<file path="config.mk">
export PLATFORM = sky130hd
export DESIGN_NAME = pe_dot_accum_4xpack_flat
export DESIGN_NICKNAME = d
export VERILOG_FILES = /design/src/rtl/pe_dot_accum_4xpack_if.sv /design/src/rtl/pe_dot_accum_4xpack.sv /design/src/flat_wrapper.sv
export SDC_FILE = /design/constraint.sdc
export NUM_CORES = 2
export LEC_CHECK = 0
export CORE_MARGIN = 1.5
export CORE_UTILIZATION = 31
export CTS_CLUSTER_DIAMETER = 80
export CTS_CLUSTER_SIZE = 24
export DETAILED_ROUTE_END_ITERATION = 7
export HOLD_SLACK_MARGIN = 0.12
export PLACE_DENSITY_LB_ADDON = 0.15
export SETUP_SLACK_MARGIN = 0.02
export SLEW_MARGIN = 20
export SYNTH_ARGS = -nofsm -noshare
export SYNTH_HDL_FRONTEND = slang
export SYNTH_SLANG_ARGS = --single-unit
</file>
<file path="constraint.sdc">
create_clock -name clock -period 10.95 [get_ports clock]
set_input_delay 1.6425 -clock clock [delete_from_list [all_inputs] [get_ports clock]]
set_output_delay 1.6425 -clock clock [all_outputs]
set_load 0.05 [all_outputs]
</file>
<file path="src/rtl/pe_dot_accum_4xpack_if.sv">
// rtl/pe_dot_accum_4xpack_if.sv - product-beat input and dot-result output bundle for pe_dot_accum_4xpack
interface pe_dot_accum_4xpack_if #(
    parameter int DOT_SIZE          = 8,
    parameter int MULT_OUTPUT_WIDTH = 9,
    parameter int ACCUM_WIDTH       = 24
);
    logic                                                    i_valid;
    logic                                                    i_first;
    logic                                                    i_last;
    // sign-magnitude products indexed [feature][filter][dot]
    logic [1:0][1:0][DOT_SIZE-1:0][MULT_OUTPUT_WIDTH-1:0]    i_mult;
    logic                                                    o_valid;
    logic [1:0][1:0][ACCUM_WIDTH-1:0]                        o_result;
    logic [1:0][1:0]                                         o_overflow;

    modport master (
        output i_valid, i_first, i_last, i_mult,
        input  o_valid, o_result, o_overflow
    );

    modport slave (
        input  i_valid, i_first, i_last, i_mult,
        output o_valid, o_result, o_overflow
    );
endinterface

</file>
<file path="src/rtl/pe_dot_accum_4xpack.sv">
// rtl/pe_dot_accum_4xpack.sv - per-lane sign-magnitude dot reduction with saturating window accumulator
module pe_dot_accum_4xpack #(
    parameter int DOT_SIZE            = 8,
    parameter int MULT_OUTPUT_WIDTH   = 9,
    parameter int ACCUM_WIDTH         = 24,
    parameter int NUM_PACKED_FEATURES = 2,
    parameter int NUM_PACKED_FILTERS  = 2
) (
    input logic                     clock,
    input logic                     reset,
    pe_dot_accum_4xpack_if.slave    bus
);
    localparam int MW    = MULT_OUTPUT_WIDTH;
    localparam int SUM_W = MW + $clog2(DOT_SIZE);
    // one guard bit above whichever of acc / beat sum is wider, so the
    // pre-clamp value is exact even when the accumulator is the narrower one
    localparam int EXT_W = ((ACCUM_WIDTH > SUM_W) ? ACCUM_WIDTH : SUM_W) + 1;

    localparam logic signed [EXT_W-1:0] ACC_MAX =
        {{(EXT_W-ACCUM_WIDTH+1){1'b0}}, {(ACCUM_WIDTH-1){1'b1}}};
    localparam logic signed [EXT_W-1:0] ACC_MIN =
        {{(EXT_W-ACCUM_WIDTH+1){1'b1}}, {(ACCUM_WIDTH-1){1'b0}}};

    // S1 state
    logic                         s1_valid, s1_first, s1_last;
    logic signed [MW-1:0]         s1_term [NUM_PACKED_FEATURES][NUM_PACKED_FILTERS][DOT_SIZE];
    // S2 state
    logic                         s2_valid, s2_first, s2_last;
    logic signed [SUM_W-1:0]      s2_sum  [NUM_PACKED_FEATURES][NUM_PACKED_FILTERS];
    // S3 state
    logic signed [ACCUM_WIDTH-1:0] acc    [NUM_PACKED_FEATURES][NUM_PACKED_FILTERS];
    logic                          sticky [NUM_PACKED_FEATURES][NUM_PACKED_FILTERS];

    logic signed [SUM_W-1:0]       tree_sum [NUM_PACKED_FEATURES][NUM_PACKED_FILTERS];
    logic signed [EXT_W-1:0]       acc_wide [NUM_PACKED_FEATURES][NUM_PACKED_FILTERS];
    logic signed [ACCUM_WIDTH-1:0] acc_next [NUM_PACKED_FEATURES][NUM_PACKED_FILTERS];
    logic                          ovf_next [NUM_PACKED_FEATURES][NUM_PACKED_FILTERS];

    // S1: sign-magnitude to two's complement; negative zero falls out as 0
    always_ff @(posedge clock) begin
        if (reset) begin
            s1_valid <= 1'b0;
            s1_first <= 1'b0;
            s1_last  <= 1'b0;
            for (int f = 0; f < NUM_PACKED_FEATURES; f++)
                for (int k = 0; k < NUM_PACKED_FILTERS; k++)
                    for (int d = 0; d < DOT_SIZE; d++)
                        s1_term[f][k][d] <= '0;
        end else begin
            s1_valid <= bus.i_valid;
            s1_first <= bus.i_valid & bus.i_first;
            s1_last  <= bus.i_valid & bus.i_last;
            for (int f = 0; f < NUM_PACKED_FEATURES; f++)
                for (int k = 0; k < NUM_PACKED_FILTERS; k++)
                    for (int d = 0; d < DOT_SIZE; d++) begin
                        if (bus.i_mult[f][k][d][MW-1])
                            s1_term[f][k][d] <= -$signed({1'b0, bus.i_mult[f][k][d][MW-2:0]});
                        else
                            s1_term[f][k][d] <= $signed({1'b0, bus.i_mult[f][k][d][MW-2:0]});
                    end
        end
    end

    // full-precision reduction of the DOT_SIZE terms of each lane
    always_comb begin
        for (int f = 0; f < NUM_PACKED_FEATURES; f++)
            for (int k = 0; k < NUM_PACKED_FILTERS; k++) begin
                tree_sum[f][k] = '0;
                for (int d = 0; d < DOT_SIZE; d++)
                    tree_sum[f][k] = tree_sum[f][k] + SUM_W'(s1_term[f][k][d]);
            end
    end

    // S2: register the lane sums and carry the beat flags along
    always_ff @(posedge clock) begin
        if (reset) begin
            s2_valid <= 1'b0;
            s2_first <= 1'b0;
            s2_last  <= 1'b0;
            for (int f = 0; f < NUM_PACKED_FEATURES; f++)
                for (int k = 0; k < NUM_PACKED_FILTERS; k++)
                    s2_sum[f][k] <= '0;
        end else begin
            s2_valid <= s1_valid;
            s2_first <= s1_first;
            s2_last  <= s1_last;
            for (int f = 0; f < NUM_PACKED_FEATURES; f++)
                for (int k = 0; k < NUM_PACKED_FILTERS; k++)
                    s2_sum[f][k] <= tree_sum[f][k];
        end
    end

    // next accumulator: a first beat restarts from the beat sum, otherwise add; then clamp
    always_comb begin
        for (int f = 0; f < NUM_PACKED_FEATURES; f++)
            for (int k = 0; k < NUM_PACKED_FILTERS; k++) begin
                acc_wide[f][k] = EXT_W'(s2_sum[f][k]);
                if (!s2_first)
                    acc_wide[f][k] = acc_wide[f][k] + EXT_W'(acc[f][k]);
                ovf_next[f][k] = ~s2_first & sticky[f][k];
                if (acc_wide[f][k] > ACC_MAX) begin
                    acc_next[f][k] = ACC_MAX[ACCUM_WIDTH-1:0];
                    ovf_next[f][k] = 1'b1;
                end else if (acc_wide[f][k] < ACC_MIN) begin
                    acc_next[f][k] = ACC_MIN[ACCUM_WIDTH-1:0];
                    ovf_next[f][k] = 1'b1;
                end else begin
                    acc_next[f][k] = acc_wide[f][k][ACCUM_WIDTH-1:0];
                end
            end
    end

    // S3: commit valid beats; a last beat publishes the window and pulses o_valid
    always_ff @(posedge clock) begin
        if (reset) begin
            bus.o_valid    <= 1'b0;
            bus.o_result   <= '0;
            bus.o_overflow <= '0;
            for (int f = 0; f < NUM_PACKED_FEATURES; f++)
                for (int k = 0; k < NUM_PACKED_FILTERS; k++) begin
                    acc[f][k]    <= '0;
                    sticky[f][k] <= 1'b0;
                end
        end else begin
            bus.o_valid <= s2_valid & s2_last;
            if (s2_valid) begin
                for (int f = 0; f < NUM_PACKED_FEATURES; f++)
                    for (int k = 0; k < NUM_PACKED_FILTERS; k++) begin
                        acc[f][k]    <= acc_next[f][k];
                        sticky[f][k] <= ovf_next[f][k];
                        if (s2_last) begin
                            bus.o_result[f][k]   <= acc_next[f][k];
                            bus.o_overflow[f][k] <= ovf_next[f][k];
                        end
                    end
            end
        end
    end
endmodule

</file>
<file path="src/flat_wrapper.sv">
// flat-port wrapper written by rule: the top's interface ports become plain ports
module pe_dot_accum_4xpack_flat 
#(
    parameter int DOT_SIZE            = 8,
    parameter int MULT_OUTPUT_WIDTH   = 9,
    parameter int ACCUM_WIDTH         = 24,
    parameter int NUM_PACKED_FEATURES = 2,
    parameter int NUM_PACKED_FILTERS  = 2
)
  (clock, reset, bus_i_valid, bus_i_first, bus_i_last, bus_i_mult, bus_o_valid, bus_o_result, bus_o_overflow);
  pe_dot_accum_4xpack_if #(.DOT_SIZE(DOT_SIZE), .MULT_OUTPUT_WIDTH(MULT_OUTPUT_WIDTH), .ACCUM_WIDTH(ACCUM_WIDTH)) bus_i ();
  input logic clock;
  input logic reset;
  input wire logic [$bits(bus_i.i_valid)-1:0] bus_i_valid;
  input wire logic [$bits(bus_i.i_first)-1:0] bus_i_first;
  input wire logic [$bits(bus_i.i_last)-1:0] bus_i_last;
  input wire logic [$bits(bus_i.i_mult)-1:0] bus_i_mult;
  output wire logic [$bits(bus_i.o_valid)-1:0] bus_o_valid;
  output wire logic [$bits(bus_i.o_result)-1:0] bus_o_result;
  output wire logic [$bits(bus_i.o_overflow)-1:0] bus_o_overflow;
  assign bus_i.i_valid = bus_i_valid;
  assign bus_i.i_first = bus_i_first;
  assign bus_i.i_last = bus_i_last;
  assign bus_i.i_mult = bus_i_mult;
  assign bus_o_valid = bus_i.o_valid;
  assign bus_o_result = bus_i.o_result;
  assign bus_o_overflow = bus_i.o_overflow;
  pe_dot_accum_4xpack #(.DOT_SIZE(DOT_SIZE), .MULT_OUTPUT_WIDTH(MULT_OUTPUT_WIDTH), .ACCUM_WIDTH(ACCUM_WIDTH), .NUM_PACKED_FEATURES(NUM_PACKED_FEATURES), .NUM_PACKED_FILTERS(NUM_PACKED_FILTERS)) u_core (.clock(clock), .reset(reset), .bus(bus_i));
endmodule
</file>
==> results.py <==
metrics = {
    "global_routing": {
        "grt.overflow.total": 0,
        "grt_pass1_vias": 27400,
        "grt_max_degree": 89,
        "antenna_found_initial": 0,
        "grt_first_pass_wirelength_mm": 157,
        "grt_usage": 0.166,
    },
    "yosys": {
        "ys.flop_type": "edfxtp_1",
        "netlist_area_um2": 36800,
        "synth_top_area_cell": "edfxtp_1",
        "syn_inst": 3710,
        "yosysMostFrequentCell": "nor2_1",
        "synth_area_leaders": "edfxtp_1 (32%), fa_1 (11%), dfxtp_1 (8.5%)",
        "yosys-top-cells-count": "nor2_1 (466), inv_1 (411), edfxtp_1 (387)",
        "synth_top_area_frac": 0.315,
        "synth_edf_count": 387,
        "ys_ff_latch": 543,
        "synthArstFlopShare": 0,
        "avgSynthCellArea_um2": 9.93,
        "synth.distinct_cells": 93,
        "yosys_warnings": 0,
        "seq_area_frac_synth": 0.400,
    },
    "routing": {
        "via_count": 27300,
        "first_iter_violations": 1320,
        "wire_per_inst_um": 17.2,
        "wl_mm": 101,
        "drt_pass1_iterations": 6,
        "ant_nets": 0,
        "viasPerCell": 4.64,
        "route.detailed.drc": 0,
    },
    "floorplan": {
        "num_io_pins": 394,
        "initial_core_util": 0.312,
        "dieArea_um2": 121000,
        "row_count": 126,
        "fp.coreArea_um2": 118000,
        "die_h_um": 348,
        "fp.dieW_um": 348,
    },
    "power_and_ir_drop": {
        "leakage_uw": 0.0189,
        "p_total_uw": 11100,
        "seq_power_share": 0.242,
        "pwr_density_cell_nw_per_um2": 247,
        "pwr-share-clk": 0.152,
        "p_int_uw": 6170,
        "netSwitchingFraction": 0.442,
        "ir_drop_mv": 0.222,
        "p_comb_frac": 0.606,
        "p_sw_uw": 4880,
    },
    "sta": {
        "worst-slew-pin-transition_ns": 1.08,
        "slew_viol_final": 0,
        "finalCriticalPeriod_ns": 5.37,
        "finalSetupViolCount": 0,
        "hold_viol_final": 0,
        "fin_worst_skew_ns": 0.0220,
        "finalSetupTns_ns": 0,
        "relSlewSlack": 0.278,
        "fmax_mhz": 186,
        "post-route-period-util": 0.491,
        "rsz0062_at_grt": "no",
    },
    "critical_path": {
        "r2r_end": "u_core.s2_sum[1][23]$_SDFF_PP0_",
        "rrSetupSlack_ns": 5.58,
        "path_delay_family": "adder cells",
        "cp-start-kind": "flop",
        "arrival_ns": 5.87,
        "cp.buffers_inverters": 4,
        "crit_slowest_cell": "fa_1",
        "crit_required_ns": 11.44,
        "path_max_fanout": 2,
        "reg2reg_from": "u_core.s1_term[1][118]$_SDFFCE_PN0P_",
        "crit_path_max_incr_delay_ns": 0.62,
        "critPathMostFrequentCell": "fa_1",
        "crit_chain": "inv_1 > fa_1 > inv_1 > ha_1 > fa_1 > xor2_1 > fa_1 > inv_1 > fa_1 > fa_1 > inv_1 > ha_1 > a21o_1 > a21oi_1 > o21ai_0 > a21oi_1 > o21bai_1 > a21oi_1 > o21ai_0 > xnor2_1 > nor2_1",
        "cp-end-kind": "flop",
        "worstSetupPathType": "reg2reg",
        "reg2regPathDepth": 21,
    },
    "cts": {
        "insertion_delay_ns": 0.63,
        "htree_levels": 2,
        "clock-sinks": 543,
        "clkSlewWorstSetupHoldPaths_ns": 0.08,
        "numCtsBuffers": 42,
        "ctsHoldBuffers": 0,
        "postCtsResizedCells": 0,
        "ctsLongestPathBuffers": 3,
        "cts_tree": "yes",
        "cts_root_buffer": "clkbuf_16",
        "cts_setup_buffers": 0,
    },
    "hold_path": {
        "hold_depth": 2,
        "holdPathEnd": "u_core.bus.o_result[9]$_SDFFE_PP0P_",
        "hold_class": "reg2reg",
        "min_from": "u_core.bus.o_result[9]$_SDFFE_PP0P_",
    },
    "placed_design": {
        "globalplace.congestion": 0.834,
        "dp_hpwl_mm": 78.7,
        "portBuffers": 393,
    },
    "outcome": {
        "status": "completed",
    },
    "layout": {
        "area.growth.synth_to_final_pct": 21.5,
        "num_antenna_cells": 0,
        "nNetsFinal": 5010,
        "drive_gt1_frac": 0.0318,
        "final_util": 0.380,
    },
    "flow_run": {
        "cap_violations": 0,
    },
}
-- metal layers --
metal,part of all wire,track usage,vias to the layer above
met1,0.49,0.236,13000
met4,0.018,0.0364,0
met3,0.043,0.0246,83
met5,0,0,-
li1,-,-,13700
met2,0.45,0.268,471
-- through the flow --
stage	setup slack, ns	cells	hold slack (ns)	area (um^2)
final	5.58	5874	0.454	44800
after CTS	5.57	5874	0.453	44800
after global placement	5.69	5797	0.427	43300
after floorplan	6.00	3996	0.414	37900
after global routing	5.24	5874	0.464	44800
after detailed placement	5.59	5797	0.428	43300
-- power groups by stage --
stage / Combinational (uW) / Clock [uW] / Sequential [uW]
2_1_floorplan: 5220 / 0 / 2650
3_3_place_gp: 6740 / 0 / 2720
3_5_place_dp: 6770 / 0 / 2720
4_1_cts: 6820 / 1750 / 2680
5_1_grt: 7750 / 1820 / 2700
6_report: 6700 / 1680 / 2670
-- registers in the layout (all words and copies together) (netlist names) --
name / cells
u_core.s2_valid: 1
u_core.acc: 96
u_core.s2_first: 1
u_core.s1_valid: 1
u_core.s1_term: 288
u_core.s2_last: 1
u_core.bus.o_valid: 1
u_core.bus.o_result: 96
u_core.bus.o_overflow: 4
u_core.s1_last: 1
u_core.sticky: 4
u_core.s2_sum: 48
u_core.s1_first: 1
-- worst max-delay path by stage --
stage / startpoint / to / slack, ns / cells past startpoint
finish: u_core.s1_term[1][118]$_SDFFCE_PN0P_ / u_core.s2_sum[1][23]$_SDFF_PP0_ / 5.58 / 21
CTS: u_core.s1_term[1][118]$_SDFFCE_PN0P_ / u_core.s2_sum[1][23]$_SDFF_PP0_ / 5.57 / 21
floorplan: u_core.s1_term[1][118]$_SDFFCE_PN0P_ / u_core.s2_sum[1][23]$_SDFF_PP0_ / 6.00 / 21
detailed placement: u_core.s1_term[1][118]$_SDFFCE_PN0P_ / u_core.s2_sum[1][23]$_SDFF_PP0_ / 5.59 / 21
global placement: u_core.s1_term[0][118]$_SDFFCE_PP0P_ / u_core.s2_sum[0][23]$_SDFF_PP0_ / 5.69 / 21
global route: u_core.s1_term[1][118]$_SDFFCE_PN0P_ / u_core.s2_sum[1][23]$_SDFF_PP0_ / 5.24 / 21
-- area by class of cell --
type / count / area, um^2
Timing Repair Buffer: 406 / 4040
Clock buffer: 48 / 1100
Fill cell: 12000 / 73100
Clock inverter: 29 / 332
Sequential cell: 543 / 14700
Tap cell: 1536 / 1920
Multi-Input combinational cell: 2899 / 21100
Inverter: 413 / 1550
-- worst reg2reg max path: stages (launching register included) --
cell      delay, ns
edfxtp_1       0.33
inv_1          0.05
fa_1           0.52
inv_1          0.04
ha_1           0.21
fa_1           0.41
xor2_1         0.19
fa_1           0.52
inv_1          0.07
fa_1           0.50
fa_1           0.62
inv_1          0.06
ha_1           0.28
a21o_1         0.18
a21oi_1        0.22
o21ai_0        0.12
a21oi_1        0.24
o21bai_1       0.09
a21oi_1        0.22
o21ai_0        0.15
xnor2_1        0.16
nor2_1         0.06
-- cells in the final DEF, fill, tap and decap left out, drive strengths merged, types with 13 or more instances in the layout --
| cell type | synthesis | layout |
|---|---|---|
| clkbuf | 123 | 48 |
| nand3 | 42 | 42 |
| nand2 | 239 | 239 |
| xnor2 | 135 | 135 |
| clkdlybuf4s50 | 0 | 392 |
| nor2b | 62 | 62 |
| o22ai | 20 | 20 |
| and3 | 21 | 21 |
| clkinv | 0 | 13 |
| a31oi | 31 | 31 |
| mux2i | 40 | 40 |
| conb | 1 | 287 |
| or3 | 39 | 39 |
| nand2b | 19 | 19 |
| dfxtp | 156 | 156 |
| inv | 413 | 425 |
| nor2 | 467 | 467 |
| nor3 | 42 | 42 |
| ha | 204 | 204 |
| o211ai | 42 | 42 |
| o21a | 15 | 15 |
| o21bai | 29 | 29 |
| o311a | 32 | 32 |
| fa | 208 | 208 |
| a211oi | 28 | 28 |
| buf | 18 | 14 |
| a21oi | 206 | 206 |
| o21ai | 212 | 212 |
| o31ai | 78 | 78 |
| edfxtp | 387 | 387 |
| xor2 | 208 | 208 |
| a21o | 62 | 62 |
-- kinds of logic (layout without fill, tap and decap cells) --
kind of cell | after synthesis | in the layout | share of synthesized area
AO/OA/AOI/OAI | 827 | 827 | 0.147
XOR/XNOR | 343 | 343 | 0.0820
adder cells (fa/ha/maj) | 423 | 423 | 0.185
buffers and inverters | 554 | 896 | 0.0573
flip-flops | 543 | 543 | 0.400
multiplexers | 44 | 44 | 0.0121
other | 1 | 287 | 0.000102
AND/OR/NAND/NOR | 975 | 975 | 0.116
Note: power is estimated with default switching activity, not from simulation.
